--- src/rtl/line_stream_gen.sv ---
// Frame-structured pixel source: LINES lines of LINE_LEN pixels separated by HBLANK idle cycles,
// with a start/busy/done handshake and four selectable data patterns.
module line_stream_gen #(
    parameter int unsigned LINE_LEN = 8,
    parameter int unsigned LINES    = 4,
    parameter int unsigned HBLANK   = 2
) (
    input  logic       clk,
    input  logic       rst_n,
    input  logic       start,
    input  logic [1:0] mode,
    output logic       busy,
    output logic       done,
    output logic       en,
    output logic [7:0] outdata,
    output logic       line_last,
    output logic       frame_last
);
    localparam int unsigned CW = 10;
    localparam int unsigned BW = 8;
    localparam int unsigned DW = 8;
    localparam logic [CW-1:0] COL_LAST   = CW'(LINE_LEN - 1);
    localparam logic [CW-1:0] ROW_LAST   = CW'(LINES - 1);
    localparam logic [BW-1:0] BLANK_LAST = BW'(HBLANK - 1);
    localparam logic [DW-1:0] LFSR_SEED  = DW'(1);

    typedef enum logic [1:0] {
        S_IDLE,
        S_ACTIVE,
        S_HBLANK,
        S_DONE
    } state_t;

    state_t          r_state, w_state;
    logic [CW-1:0]   r_col, w_col;
    logic [CW-1:0]   r_row, w_row;
    logic [BW-1:0]   r_blank, w_blank;
    logic [DW-1:0]   r_lfsr, w_lfsr;
    logic [1:0]      r_mode, w_mode;
    logic            r_busy, w_busy;
    logic            r_done, w_done;
    logic            r_en, w_en;
    logic [DW-1:0]   r_outdata, w_outdata;
    logic            r_line_last, w_line_last;
    logic            r_frame_last, w_frame_last;
    logic [DW-1:0]   w_lfsr_step;

    // Pixel value for a given position; the LFSR value is the one belonging to that pixel.
    function automatic logic [DW-1:0] pattern(input logic [1:0] md, input logic [CW-1:0] col,
                                              input logic [CW-1:0] row, input logic [DW-1:0] lfsr);
        case (md)
            2'd0:    pattern = DW'(col) + DW'(row);
            2'd1:    pattern = DW'(8'h55);
            2'd2:    pattern = DW'(col);
            default: pattern = lfsr;
        endcase
    endfunction

    assign w_lfsr_step = {r_lfsr[6:0], r_lfsr[7] ^ r_lfsr[5] ^ r_lfsr[4] ^ r_lfsr[3]};

    // State and counters describe the cycle currently on the outputs; w_en marks a new pixel.
    always_comb begin
        w_state      = r_state;
        w_col        = r_col;
        w_row        = r_row;
        w_blank      = r_blank;
        w_lfsr       = r_lfsr;
        w_mode       = r_mode;
        w_busy       = 1'b0;
        w_done       = 1'b0;
        w_en         = 1'b0;
        w_outdata    = '0;
        w_line_last  = 1'b0;
        w_frame_last = 1'b0;

        case (r_state)
            S_IDLE: begin
                if (start) begin
                    w_state = S_ACTIVE;
                    w_mode  = mode;
                    w_col   = '0;
                    w_row   = '0;
                    w_lfsr  = LFSR_SEED;
                    w_en    = 1'b1;
                end
            end
            S_ACTIVE: begin
                if (r_col == COL_LAST) begin
                    if (r_row == ROW_LAST) begin
                        w_state = S_DONE;
                        w_done  = 1'b1;
                    end else if (HBLANK > 0) begin
                        w_state = S_HBLANK;
                        w_blank = '0;
                        w_busy  = 1'b1;
                    end else begin
                        w_col  = '0;
                        w_row  = r_row + CW'(1);
                        w_lfsr = w_lfsr_step;
                        w_en   = 1'b1;
                    end
                end else begin
                    w_col  = r_col + CW'(1);
                    w_lfsr = w_lfsr_step;
                    w_en   = 1'b1;
                end
            end
            S_HBLANK: begin
                w_busy = 1'b1;
                if (r_blank == BLANK_LAST) begin
                    w_state = S_ACTIVE;
                    w_col   = '0;
                    w_row   = r_row + CW'(1);
                    w_lfsr  = w_lfsr_step;
                    w_en    = 1'b1;
                end else begin
                    w_blank = r_blank + BW'(1);
                end
            end
            S_DONE: begin
                w_state = S_IDLE;
            end
            default: begin
                w_state = S_IDLE;
            end
        endcase

        if (w_en) begin
            w_busy       = 1'b1;
            w_outdata    = pattern(w_mode, w_col, w_row, w_lfsr);
            w_line_last  = (w_col == COL_LAST);
            w_frame_last = (w_col == COL_LAST) && (w_row == ROW_LAST);
        end
    end

    always_ff @(posedge clk) begin
        if (!rst_n) begin
            r_state      <= S_IDLE;
            r_col        <= '0;
            r_row        <= '0;
            r_blank      <= '0;
            r_lfsr       <= LFSR_SEED;
            r_mode       <= '0;
            r_busy       <= 1'b0;
            r_done       <= 1'b0;
            r_en         <= 1'b0;
            r_outdata    <= '0;
            r_line_last  <= 1'b0;
            r_frame_last <= 1'b0;
        end else begin
            r_state      <= w_state;
            r_col        <= w_col;
            r_row        <= w_row;
            r_blank      <= w_blank;
            r_lfsr       <= w_lfsr;
            r_mode       <= w_mode;
            r_busy       <= w_busy;
            r_done       <= w_done;
            r_en         <= w_en;
            r_outdata    <= w_outdata;
            r_line_last  <= w_line_last;
            r_frame_last <= w_frame_last;
        end
    end

    assign busy       = r_busy;
    assign done       = r_done;
    assign en         = r_en;
    assign outdata    = r_outdata;
    assign line_last  = r_line_last;
    assign frame_last = r_frame_last;

endmodule

--- config.mk ---
export PLATFORM = sky130hd
export DESIGN_NAME = line_stream_gen
export DESIGN_NICKNAME = d
export VERILOG_FILES = /design/src/rtl/line_stream_gen.sv
export SDC_FILE = /design/constraint.sdc
export NUM_CORES = 1
export LEC_CHECK = 0
export ABC_AREA = 1
export BUFFER_PORTS_ARGS = -buffer_cell sky130_fd_sc_hd__buf_2
export CORE_MARGIN = 1.5
export CORE_UTILIZATION = 61
export CTS_CLUSTER_DIAMETER = 40
export CTS_CLUSTER_SIZE = 40
export DETAILED_ROUTE_END_ITERATION = 12
export PLACE_DENSITY = 0.8
export SYNTH_ARGS = -nofsm -noshare
export SYNTH_HDL_FRONTEND = slang
export SYNTH_SLANG_ARGS = --single-unit
--- constraint.sdc ---
create_clock -name clk -period 8 [get_ports clk]
set_input_delay 2.4 -clock clk [delete_from_list [all_inputs] [get_ports clk]]
set_output_delay 2.4 -clock clk [all_outputs]
set_load 0.05 [all_outputs]
## Word level (Yosys, flattened, before mapping)

Index checks and enable logic that the tools add are counted.

| word-level totals | value |
|---|---|
| register bits after elaboration | 53 |
| input port bits | 5 |
| output and inout bits | 13 |
| logic and storage cells | 74 |

| operators by class | value |
|---|---|
| add/subtract/negate cells | 4 |
| equal/unequal tests | 15 |
| multiplexer cells | 32 |
| bitwise operators | 3 |
| reduce and logical (&&, ||, !) cells | 8 |

Operator list:

| kind | number |
|---|---|
| 10-bit 2-to-1 mux | 5 |
| 8-bit 2-to-1 mux | 6 |
| 8-bit one-hot mux with 3 select lines | 2 |
| 10-bit one-hot mux with 3 select lines | 1 |
| 10-bit by 1-bit adder with 10-bit output (second input constant) | 2 |
| 10-bit by 2-bit == test with 1-bit output (second input constant) | 2 |
| 10-bit by 3-bit == test with 1-bit output (second input constant) | 2 |
| 10-bit one-hot mux with 2 select lines | 1 |
| 8-bit one-hot mux with 2 select lines | 1 |
| 2-bit 2-to-1 mux | 5 |
| 2-bit inequality test (second input constant) | 5 |
| 8-bit by 1-bit adder with 8-bit output (second input constant) | 1 |
| 8-bit adder | 1 |
| 8-bit by 1-bit == test with 1-bit output (second input constant) | 1 |
| 1-bit 2-to-1 mux | 8 |
| 2-bit one-hot mux with 4 select lines | 1 |
| 2-bit == test (second input constant) | 3 |
| 3-bit AND reduction | 2 |
| 2-bit by 1-bit == test with 1-bit output (second input constant) | 2 |
| 2-bit logical NOT | 2 |
| 4-bit AND reduction | 1 |
| 1-bit one-hot mux with 3 select lines | 1 |
| 1-bit bitwise XOR | 3 |
| 1-bit one-hot mux with 2 select lines | 1 |
| other kinds (3) | 3 |

## Depth between registers and ports, before layout

| logic depth | value |
|---|---|
| word-level depth | 6 |
| depth in mapped cells | 23 |
| depth with buffers taken out | 23 |

## Least setup slack after synthesis

No wires, ideal clock.

| timing path | value |
|---|---|
| path kind | input to register |
| start | in start |
| end | reg r_outdata[6], in the netlist outdata[6] |
| setup time | 109 ps |
| data arrival time | 4386 ps |
| required time | 7891 ps |
| setup slack | 3505 ps |
| cell stages on the path | 15 |
| path buffers | 0 |
| path through | nor2_1 -> nor2_1 -> inv_1 -> a22oi_1 -> inv_1 -> ha_1 -> a21oi_1 -> nor2_1 -> a211oi_1 -> nand2_1 -> or2_1 -> nand3_1 -> nand3_1 -> nand2_1 -> inv_1 |

| on the way | value |
|---|---|
| longest elaborated chain between the ends | 4 |
| elaborated cells between the ends (all ways) | 16 |
| classes of those cells | 1 x add/sub; 2 x eq/ne; 11 x mux; 2 x reduce/logical |

Ends and longest elaborated chain:

| element | RTL line | RTL |
|---|---|---|
| start: declaration | 10 | `input logic start,` |
| 10-bit 2-to-1 mux or 2-bit 2-to-1 mux (tied branches) | 78 | `if (start) begin` |
| 10-bit one-hot mux with 3 select lines, or another cell as far along | 76 | `case (r_state)` |
| 8-bit adder, or another cell as far along | 52 | `2'd0: pattern = DW'(col) + DW'(row);` |
| 8-bit one-hot mux with 3 select lines | 51 | `case (md)` |
| end signal: assignment | 160 | `r_outdata <= w_outdata;` |
| end: declaration | 43 | `logic [DW-1:0] r_outdata, w_outdata;` |

Several ways; a longest one is shown, not always the timed one.
A chain may end at the register's enable or synchronous reset.

## Worst setup path after layout

Same ends and word-level chain as after synthesis.

==> summary.txt <==
syn nets = 503
initial core utilization = 63.9%
crit path launch = start
CP Capture Type = flip-flop
Leak = 1.63 nW
max-cap check violation count = 0
DR iter-0 viols = 302
post-DR wirelength/cell = 13.9 um
Hold Crit Class = flip-flop to flip-flop
CTS Sinks = 53
Fillers = 452
Worst Hold Path Cells = 1
Area Growth Syn to Fin = 7.91%
critical path class = primary input to flip-flop
Synth cell types = 47
DRT Pass-1 Iters = 5
total core area = 5170 um^2
Async SR Flop Fraction = 0%
Worst VDD drop = 0.153 mV
Switching Share = 42.8%
#FFs+latches synth = 53
Gate Count Post-Synth = 482
Switch Pwr = 366 uW
CP Cell Sequence = buf_2 > nor2_1 > nor2_1 > inv_1 > a22oi_1 > inv_1 > ha_1 > a21oi_1 > nor2_1 > a211oi_1 > nand2_1 > or2_1 > nand3_1 > nand3_1 > nand2_1 > inv_1
DIE HEIGHT = 76.6 um
register area share after synthesis = 32.1%
antenna violations before repair = 0
Buf+Inv Stages, Crit Path = 4
Worst setup SP type = primary input
first-pass GRT wire length = 13,500 um
worst hold slack = 0.457 ns
Tcrit/Tclk final = 56.4%
GRT Util Overall = 29.1%
RSZ-0062 raised after global routing = false
R2R depth = 14
# hold bufs at CTS = 0
Slew Viols, Final = 0
die width = 76.6 um
EDFF count, synth = 0
Mean Syn Cell Area = 6.86 um^2
Crit path largest cell delay = 0.36 ns
Slowest cell on crit path = ha_1
Synth Cell Area = 3310 um^2
gpl congestion = 0.945
Via density = 5.45
Post-DP HPWL = 6130 um
Worst path top cell family by delay = simple AND/OR/NAND/NOR gates
PortBufs = 17
CTS tree = done
Crit Path Max Fanout = 5
commonest cells after routing, fill and taps aside = nand2_1 (85), inv_1 (79), nor2_1 (64)
Final min period = 4.51 ns
Synth Warn # = 0
Cell Rows = 26
Post-CTS Setup Inserts = 0
final hold viol count = 0
vias in the first global route = 2,894
Tot Pwr = 855 uW
Top FF cell, synth = dfxtp_1
IO Pins = 18
Skew-Pair Late Insertion Delay = 0.31 ns
gr ovfl total = 0
setup ws final = 3.49 ns
Worst R2R Start = r_state[1]
Sequential Area = 1060 um^2
most common cell after layout, fill and taps aside = nand2_1
Tightest Pin Transition = 0.999 ns
share of cells above drive strength 1 = 12.4%
CTS H-tree lvls = 2
Clk pwr share = 22.6%
Clock Path Buffers = 2
DRC = 0
Hold Crit Start = r_blank[7]
register share of total power = 36.3%
largest net degree at the start of global routing = 32
Clock Skew = 0.0109 ns
crit path DAT = 4.74 ns
FMAX = 222 MHz
antenna cell count = 0
PostCTS Resize Cnt = 0
final setup TNS = 0 ns
critical path depth = 16
die area = 5870 um^2
nets = 521
clock-pin transition on the worst setup and hold timing paths = 0.10 ns
r2r setup slk = 4.75 ns
pre-CTS setup slack = 3.18 ns
Comb power frac = 41.2%
Final setup viols = 0
Multi-input gate area = 1880 um^2
status = finished, final reports clean
Total Wirelength = 7930 um
Worst R2R End = outdata[6]
CP Data Required Time = 8.22 ns
Final ANT Viol Nets = 0
Worst slew margin = 33.3%
Via Count = 3,114
CTS root buf = clkbuf_8
Pwr Density = 240 nW/um^2
Int Power = 489 uW
TritonCTS Buffers = 5
worst hold endpoint = r_blank[7]
## power by group through the flow
stage                     clock (mW)  combinational, mW  sequential (mW)
after floorplan                    0              0.228            0.350
after global placement             0              0.340            0.315
after detailed placement           0              0.344            0.316
after CTS                      0.197              0.346            0.310
after global routing           0.207              0.384            0.314
final                          0.193              0.352            0.310
## synth_stat cells, types with 2 or more instances
library cell	count	share of area [%]
nand3_1	36	5.4
a31oi_1	3	0.57
dfxtp_1	53	32
a22oi_1	6	1.4
nor3_2	4	1.2
inv_1	79	9.0
o21ai_1	5	0.76
nand2_1	85	9.6
xor2_1	7	1.9
nor2_1	64	7.3
nor4_1	2	0.38
nand4_1	8	1.5
or2_2	3	0.57
a21oi_1	20	3.0
xnor2_1	2	0.53
ha_1	16	6.1
clkbuf_1	3	0.34
nor3_1	3	0.45
nand3b_1	2	0.45
o211ai_1	2	0.45
or2_1	2	0.38
o22ai_1	3	0.57
nor3_4	2	0.98
a211oi_1	2	0.45
nand2_2	6	1.1
nand3_4	2	1.1
o32ai_1	4	1.1
nor2_2	4	0.76
and2_1	2	0.38
inv_2	7	0.79
nand2_4	7	2.4
o21ai_0	23	3.5
## flip-flops by register name, summed over array words and instances (netlist names), 2 cells and up
register,flops
r_col,10
r_row,10
r_blank,8
r_mode,2
r_lfsr,8
outdata,8
r_state,2
## final cells by class
| cell class | instances | share of cell area (%) |
|---|---|---|
| multi-input combinational | 335 | 52.8 |
| clock inverter | 1 | 0.842 |
| tap | 70 | 2.45 |
| clock buffer | 7 | 2.42 |
| sequential | 53 | 29.7 |
| inverter | 88 | 9.40 |
| timing repair buffer | 17 | 2.38 |
## worst max path at each step
stage	to	slack [ns]
6_report	outdata[6]	3.49
5_1_grt	outdata[6]	3.21
4_1_cts	outdata[6]	3.50
3_5_place_dp	outdata[6]	3.18
3_3_place_gp	outdata[6]	3.24
2_1_floorplan	outdata[6]	3.50
## metal layers
layer  track usage, %  part of all wire, %  vias to the layer above
met3             4.43                  5.6                       21
met2             45.5                   44                      111
li1                 -                    -                     1597
met5                0                    0                        -
met4             12.4                  3.5                        0
met1             39.9                   47                     1385
## stage by stage
stage | instances | util, % | instance area [um^2]
floorplan | 482 | - | 3310
global placement | 563 | 66.7 | 3450
detailed placement | 563 | 66.7 | 3450
CTS | 571 | 69.0 | 3570
global route | 571 | 69.0 | 3570
finish | 571 | 69.0 | 3570
## kinds of logic (layout without fill, tap and decap cells)
| logic type | count (synthesis) | after routing | share of synthesized area (%) |
|---|---|---|---|
| compound gates | 76 | 76 | 14.0 |
| xor+xnor | 9 | 9 | 2.38 |
| fa+ha+maj | 16 | 16 | 6.05 |
| buf+inv | 94 | 113 | 11.0 |
| flops | 53 | 53 | 32.1 |
| simple gates | 234 | 234 | 34.5 |
(Power assumes the default switching activity.)
